===== config.mk =====
export PLATFORM = sky130hd
export DESIGN_NAME = fft_load_sequencer
export DESIGN_NICKNAME = d
export VERILOG_FILES = /design/src/rtl/fft_load_sequencer.sv
export SDC_FILE = /design/constraint.sdc
export NUM_CORES = 1
export LEC_CHECK = 0
export CAP_MARGIN = 20
export CORE_MARGIN = 2
export CORE_UTILIZATION = 27
export DETAILED_ROUTE_END_ITERATION = 8
export GPL_TIMING_DRIVEN = 0
export PLACE_DENSITY = 0.63
export SYNTH_ARGS = -nofsm -noshare
export SYNTH_HDL_FRONTEND = slang
export SYNTH_SLANG_ARGS = --single-unit

===== constraint.sdc =====
create_clock -name clk -period 2.6 [get_ports clk]
set_clock_uncertainty 0.15 [all_clocks]
set_input_delay 0.26 -clock clk [delete_from_list [all_inputs] [get_ports clk]]
set_output_delay 0.26 -clock clk [all_outputs]
set_load 0.005 [all_outputs]

===== src/rtl/fft_load_sequencer.sv =====
// Load/compute sequencer for the banked FFT: scatters one frame of N samples across
// BANKS memories (natural or bit-reversed order), then steps stage/cycle counters.
module fft_load_sequencer #(
  parameter int DATA_BIT   = 16,
  parameter int N          = 256,
  parameter int BANKS      = 4,
  parameter int STAGES     = 4,
  localparam int MEM_HEIGHT = N / BANKS,
  localparam int ADDR_BIT   = $clog2(MEM_HEIGHT),
  localparam int STAGE_BIT  = $clog2(STAGES + 1)
) (
  input  logic                 clk,
  input  logic                 rst,
  input  logic                 in_valid_i,
  output logic                 in_ready_o,
  input  logic [DATA_BIT-1:0]  in_data_i,
  input  logic                 bitrev_en_i,
  input  logic                 stall_i,
  output logic [BANKS-1:0]     wr_en_o,
  output logic [ADDR_BIT-1:0]  wr_addr_o,
  output logic [DATA_BIT-1:0]  wr_data_o,
  output logic                 stage_valid_o,
  output logic [STAGE_BIT-1:0] stage_o,
  output logic [ADDR_BIT-1:0]  cycle_o,
  output logic                 frame_done_o
);

  localparam int IDX_BIT = $clog2(N);

  typedef enum logic [1:0] {S_LOAD, S_COMPUTE, S_DONE} state_t;

  state_t               state_q, state_d;
  logic [IDX_BIT-1:0]   idx_q, idx_d;
  logic                 mode_q, mode_d;
  logic [BANKS-1:0]     wr_en_q, wr_en_d;
  logic [ADDR_BIT-1:0]  wr_addr_q, wr_addr_d;
  logic [DATA_BIT-1:0]  wr_data_q, wr_data_d;
  logic [STAGE_BIT-1:0] stage_q, stage_d;
  logic [ADDR_BIT-1:0]  cycle_q, cycle_d;

  logic [IDX_BIT-1:0]   idx_rev;
  logic [IDX_BIT-1:0]   eff_idx;
  logic                 mode_eff;
  logic                 beat;

  assign in_ready_o    = (state_q == S_LOAD);
  assign beat          = in_valid_i & in_ready_o;
  assign stage_valid_o = (state_q == S_COMPUTE) & ~stall_i;
  assign frame_done_o  = (state_q == S_DONE);
  assign wr_en_o       = wr_en_q;
  assign wr_addr_o     = wr_addr_q;
  assign wr_data_o     = wr_data_q;
  assign stage_o       = stage_q;
  assign cycle_o       = cycle_q;

  always_comb begin
    idx_rev = '0;
    for (int b = 0; b < IDX_BIT; b++) idx_rev[b] = idx_q[IDX_BIT-1-b];
  end

  // Beat 0 has not latched the mode yet, so it follows the live select.
  assign mode_eff = (idx_q == '0) ? bitrev_en_i : mode_q;
  assign eff_idx  = mode_eff ? idx_rev : idx_q;

  always_comb begin
    state_d   = state_q;
    idx_d     = idx_q;
    mode_d    = mode_q;
    wr_en_d   = '0;
    wr_addr_d = wr_addr_q;
    wr_data_d = wr_data_q;
    stage_d   = stage_q;
    cycle_d   = cycle_q;
    case (state_q)
      S_LOAD: begin
        if (beat) begin
          idx_d     = idx_q + 1'b1;
          if (idx_q == '0) mode_d = bitrev_en_i;
          wr_en_d   = BANKS'(1) << (eff_idx >> ADDR_BIT);
          wr_addr_d = eff_idx[ADDR_BIT-1:0];
          wr_data_d = in_data_i;
          if (idx_q == IDX_BIT'(N - 1)) state_d = S_COMPUTE;
        end
      end
      S_COMPUTE: begin
        if (!stall_i) begin
          if (cycle_q == ADDR_BIT'(MEM_HEIGHT - 1)) begin
            cycle_d = '0;
            if (stage_q == STAGE_BIT'(STAGES - 1)) begin
              stage_d = '0;
              state_d = S_DONE;
            end else begin
              stage_d = stage_q + 1'b1;
            end
          end else begin
            cycle_d = cycle_q + 1'b1;
          end
        end
      end
      S_DONE:  state_d = S_LOAD;
      default: state_d = S_LOAD;
    endcase
  end

  always_ff @(posedge clk) begin
    if (rst) begin
      state_q   <= S_LOAD;
      idx_q     <= '0;
      mode_q    <= 1'b0;
      wr_en_q   <= '0;
      wr_addr_q <= '0;
      wr_data_q <= '0;
      stage_q   <= '0;
      cycle_q   <= '0;
    end else begin
      state_q   <= state_d;
      idx_q     <= idx_d;
      mode_q    <= mode_d;
      wr_en_q   <= wr_en_d;
      wr_addr_q <= wr_addr_d;
      wr_data_q <= wr_data_d;
      stage_q   <= stage_d;
      cycle_q   <= cycle_d;
    end
  end

endmodule


After elaboration in Yosys (flattened, before gate mapping)
Index checks and enable logic that the tools add are counted.
{"block": "totals", "reg_bits": 46, "word_cells": 44}
{"block": "op_classes", "n_bitwise": 5, "add_sub_neg": 3, "n_mux": 10, "eq_ne": 10, "reduce_logical": 7, "shifts": 1}
{"cell": "two-way mux 2 bit", "n": 5}
{"cell": "adder 8 x 1 -> 8 bit, second input constant", "n": 1}
{"cell": "== test 8 bit, second input constant", "n": 1}
{"cell": "zero test 8 bit", "n": 1}
{"cell": "two-way mux 8 bit", "n": 1}
{"cell": "inequality test 2 x 1 -> 1 bit, second input constant", "n": 4}
{"cell": "adder 6 x 1 -> 6 bit, second input constant", "n": 1}
{"cell": "== test 6 bit, second input constant", "n": 1}
{"cell": "two-way mux 6 bit", "n": 1}
{"cell": "AND reduction 5 bit", "n": 1}
{"cell": "case mux 2 bit (2 select lines)", "n": 1}
{"cell": "AND reduction 2 bit", "n": 2}
{"cell": "<< shifter 1 x 2 -> 4 bit, first input constant", "n": 1}
{"cell": "adder 3 x 1 -> 3 bit, second input constant", "n": 1}
{"cell": "== test 3 x 2 -> 1 bit, second input constant", "n": 1}
{"cell": "two-way mux 3 bit", "n": 1}
{"cell": "inverter 1 bit", "n": 3}
{"cell": "AND reduction 3 bit", "n": 1}
{"cell": "OR reduction 3 bit", "n": 1}
{"cell": "AND 1 bit", "n": 2}
{"cell": "== test 2 x 1 -> 1 bit, second input constant", "n": 1}
{"cell": "== test 2 bit, second input constant", "n": 1}
{"cell": "zero test 2 bit", "n": 1}
{"cell": "inequality test 2 bit, second input constant", "n": 1}
{"cell": "two-way mux 1 bit", "n": 1}

Logic depth before layout (Yosys ltp)
Gate-level depths: netlist of the first run.
{"block": "depth", "depth_word": 5, "depth_mapped": 6, "ltp_nobuf": 6}

Worst setup path before layout of the first run
No wires, ideal clock.
{"block": "synth_path", "path_type": "reg-to-reg", "from": "register idx_q[0]", "to": "register wr_en_q[0] (netlist: wr_en_o[0])", "path_stages_with_launch": 7, "synth_period_minus_slack_ns": 1.802, "slack_ns": 0.798, "required_time_ns": 2.380, "arrival_time_ns": 1.582, "cell_sequence": "dfxtp_1 > inv_1 > ha_1 > nor4b_4 > and3_2 > or4_1 > a21oi_1"}
{"block": "synth_between", "elab_chain_len": 4}
{"element": "start: declaration", "line": "33", "source": "logic [IDX_BIT-1:0] idx_q, idx_d;"}
{"element": "start signal: assignment", "line": "117", "source": "idx_q <= idx_d;"}
{"element": "zero test 8 bit", "line": "62", "source": "assign mode_eff = (idx_q == '0) ? bitrev_en_i : mode_q;"}
{"element": "two-way mux 1 bit"}
{"element": "two-way mux 8 bit (*)", "line": "63", "source": "assign eff_idx = mode_eff ? idx_rev : idx_q;"}
{"element": "<< shifter 1 x 2 -> 4 bit (*)", "line": "79", "source": "wr_en_d = BANKS'(1) << (eff_idx >> ADDR_BIT);"}
{"element": "end signal: assignment", "line": "119", "source": "wr_en_q <= wr_en_d;"}
{"element": "end: declaration", "line": "35", "source": "logic [BANKS-1:0] wr_en_q, wr_en_d;"}
Every way passes the cells marked *; elsewhere a longest branch is shown, timed or not.
A chain may end at the register's enable or synchronous reset.

Final worst setup path of the first run
{"block": "layout_path", "from": "register state_q[0]", "to": "output port stage_valid_o"}
{"block": "layout_between", "elab_chain_len": 2}
{"element": "start: declaration", "line": "32", "source": "state_t state_q, state_d;"}
{"element": "start signal: assignment", "line": "116", "source": "state_q <= state_d;"}
{"element": "== test 2 x 1 -> 1 bit", "line": "48", "source": "assign stage_valid_o = (state_q == S_COMPUTE) & ~stall_i;"}
{"element": "AND 1 bit", "line": "48"}
{"element": "end: declaration", "line": "22", "source": "output logic stage_valid_o,"}
No other way between the ends.

==> flow_summary.ini, run 1 <==
[run_status]
status = completed

[grt]
grt_pass1_vias = 1649
grt_pass1_wl_um = 8059
grt_antenna_before_repair = 0
overflow = 0
grtUsageTotal = 0.1212
grt_max_degree = 14

[yosys]
syn_nets = 254
synth_cells = 229
synth.distinct_cells = 37
synth_seq_area_share = 0.4644
yosys_warnings = 0
synth_top_area_frac = 0.4644
avgSynthCellArea_um2 = 8.660
synth_edf_count = 0
ys_ff_latch = 46
synth_top_cell_by_area = dfxtp_1
async_reset_ff_frac = 0
synth_area_um2 = 1983
synthFlopType = dfxtp_1
ys_top_cells_by_area = dfxtp_1 (46%), nand2_1 (8.7%), a21oi_1 (7.6%)

[final_layout]
areaGrowthSynthToFinish_pct = 39.62
num_antenna_cells = 0
drive_gt1_frac = 0.07823
final_cell_mix = clkdlybuf4s50_1 (57), nand2_1 (46), dfxtp_1 (46)
layout_commonest_cell = clkdlybuf4s50_1
nets = 318

[critical_path]
critPathRequiredTime_ns = 2.19
ff2ff_path_depth = 6
worstSetupPathType = reg2out
end_kind = output port
cp_max_fo = 6
reg2reg_from = idx_q[0]
r2r_slack_ns = 0.58
arrival_ns = 1.83
r2r_end = wr_en_o[0]
start_kind = register

[clock_network]
cts_tree = built
h-tree-depth = 2
postCtsSetupBuffers = 0
cts_made_buffers = 5
path_clk_slew_ns = 0.09
cts_buffer_depth = 2
clk-insertion-delay-late_ns = 0.31
cts_hold_buf = 0
cts_sinks = 46
cts_root_buffer = clkbuf_8
cts_resized = 0

[sta]
rsz0062_at_grt = false
hold_viol_final = 0
finalCritPeriodShare = 0.8614
fin_tns_setup_ns = 0
setup_viol = 0
slew_headroom = 0.5712
max_slew.worst_pin.slew_ns = 0.6404
min_period_ns = 2.240
max_freq_ghz = 0.4465
slew_viol_final = 0

[die]
die_h_um = 89.71
rows = 31
core_um2 = 7176
die-area_um2 = 8047
initial_core_util = 0.2764
die_x_um = 89.71
ios = 59

[placed_design]
gp_congestion = 0.8191
post-dp-hpwl_um = 3394
io_buffers = 57

[job]
cap_viol_max_count = 0

[hold_path]
min_path_type = in2reg
hold_depth = 2
min_to = cycle_o[3]
hold_path_startpoint = rst

[route]
totalWireLength_um = 4808
via_per_inst = 4.598
detail_route.wl_per_cell_um = 12.23
dr.pass1.iters = 4
drt-initial-drc-count = 80
drc_errors = 0
ant_nets = 0
vias = 1807

[power_and_ir_drop]
total_power_mw = 1.368
leakagePower_nw = 1.024
worst_ir_drop_vdd_uv = 296.0
power_density_nw_per_um2 = 494.1
==> how the worst max path moves through the flow <==
stage	from	to	slack [ns]	cells past startpoint
after floorplan	idx_q[0]	wr_en_o[0]	0.80	6
after global placement	in_valid_i	idx_q[5]	0.35	6
after detailed placement	in_valid_i	idx_q[5]	0.34	6
after CTS	state_q[0]	stage_valid_o	0.36	4
after global routing	state_q[0]	stage_valid_o	0.29	4
final	state_q[0]	stage_valid_o	0.36	4
==> cell families (layout without fill, tap and decap cells) <==
| logic type | Yosys count | after routing | share of synthesized area |
|---|---|---|---|
| AO/OA/AOI/OAI | 45 | 45 | 0.1338 |
| XOR/XNOR | 10 | 10 | 0.04417 |
| adder cells (fa/ha/maj) | 4 | 4 | 0.02524 |
| buffers and inverters | 18 | 83 | 0.04353 |
| flip-flops | 46 | 46 | 0.4644 |
| multiplexers | 5 | 5 | 0.02524 |
| AND/OR/NAND/NOR | 101 | 101 | 0.2637 |
==> flip-flops by register name, indices dropped and copies added (netlist names) <==
name,flops
mode_q,1
stage_o,3
state_q,2
wr_data_o,16
idx_q,8
wr_addr_o,6
cycle_o,6
wr_en_o,4
==> cells in the mapped netlist, drive strengths merged (2+ instances only) <==
cell,instances
and3,4
mux2i,5
clkbuf,10
nor3,5
o21ai,2
buf,5
o211ai,4
ha,4
inv,3
nor2b,2
nand2b,3
xor2,9
nand4,5
a211oi,6
nand2,46
nand3,9
a21oi,30
nor2,18
dfxtp,46
==> power by group <==
| part | internal, mW | switching (mW) | leakage [nW] |
|---|---|---|---|
| Sequential | 0.727 | 0.0134 | 0.375 |
| Combinational | 0.0894 | 0.0743 | 0.601 |
| Clock | 0.215 | 0.248 | 0.0482 |
==> worst max-delay path, stage by stage, from the launching register on <==
cell and delay [ns]:
dfxtp_1 0.40, or3b_1 0.35, buf_2 0.17, inv_2 0.10
clkdlybuf4s50_1 0.50
==> final cells by class <==
cell class	instances	area, µm²
inverter	3	11.26
multi-input combinational	165	975.9
fill	741	4407
clock buffer	7	86.33
clock inverter	1	5.005
timing repair buffer	57	570.5
tap	99	123.9
buffer	15	75.07
sequential	46	920.9
==> routing by layer <==
layer  track usage  routed length [µm]  vias up
met4       0.03462                  63        0
met3       0.04443                 292        6
met1        0.1583                2257      839
li1              -                   -      915
met5             0                   0        -
met2        0.1888                2194       47
==> metrics by stage <==
stage	util	instances	instance area (µm²)	worst slack, ns	hold WS [ns]
floorplan	-	229	1983	0.7982	0.2460
global placement	0.3731	385	2678	0.3453	0.2907
detailed placement	0.3731	385	2678	0.3445	0.2984
CTS	0.3859	393	2769	0.3646	0.2333
global route	0.3859	393	2769	0.2864	0.2425
finish	0.3859	393	2769	0.3604	0.2201
Power figures use the tool's default switching activity.
==> inputs of run 2 (changes only) <==
--- a/config.mk
+++ b/config.mk
@@ -5,12 +5,14 @@
 export SDC_FILE = /design/constraint.sdc
 export NUM_CORES = 1
 export LEC_CHECK = 0
+export ABC_AREA = 0
 export CAP_MARGIN = 20
 export CORE_MARGIN = 2
 export CORE_UTILIZATION = 27
 export DETAILED_ROUTE_END_ITERATION = 8
 export GPL_TIMING_DRIVEN = 0
 export PLACE_DENSITY = 0.63
+export SKIP_CTS_REPAIR_TIMING = 1
 export SYNTH_ARGS = -nofsm -noshare
 export SYNTH_HDL_FRONTEND = slang
 export SYNTH_SLANG_ARGS = --single-unit
==> results of run 2 <==
Final layout, timing and power as in run 1 (identical DEF).
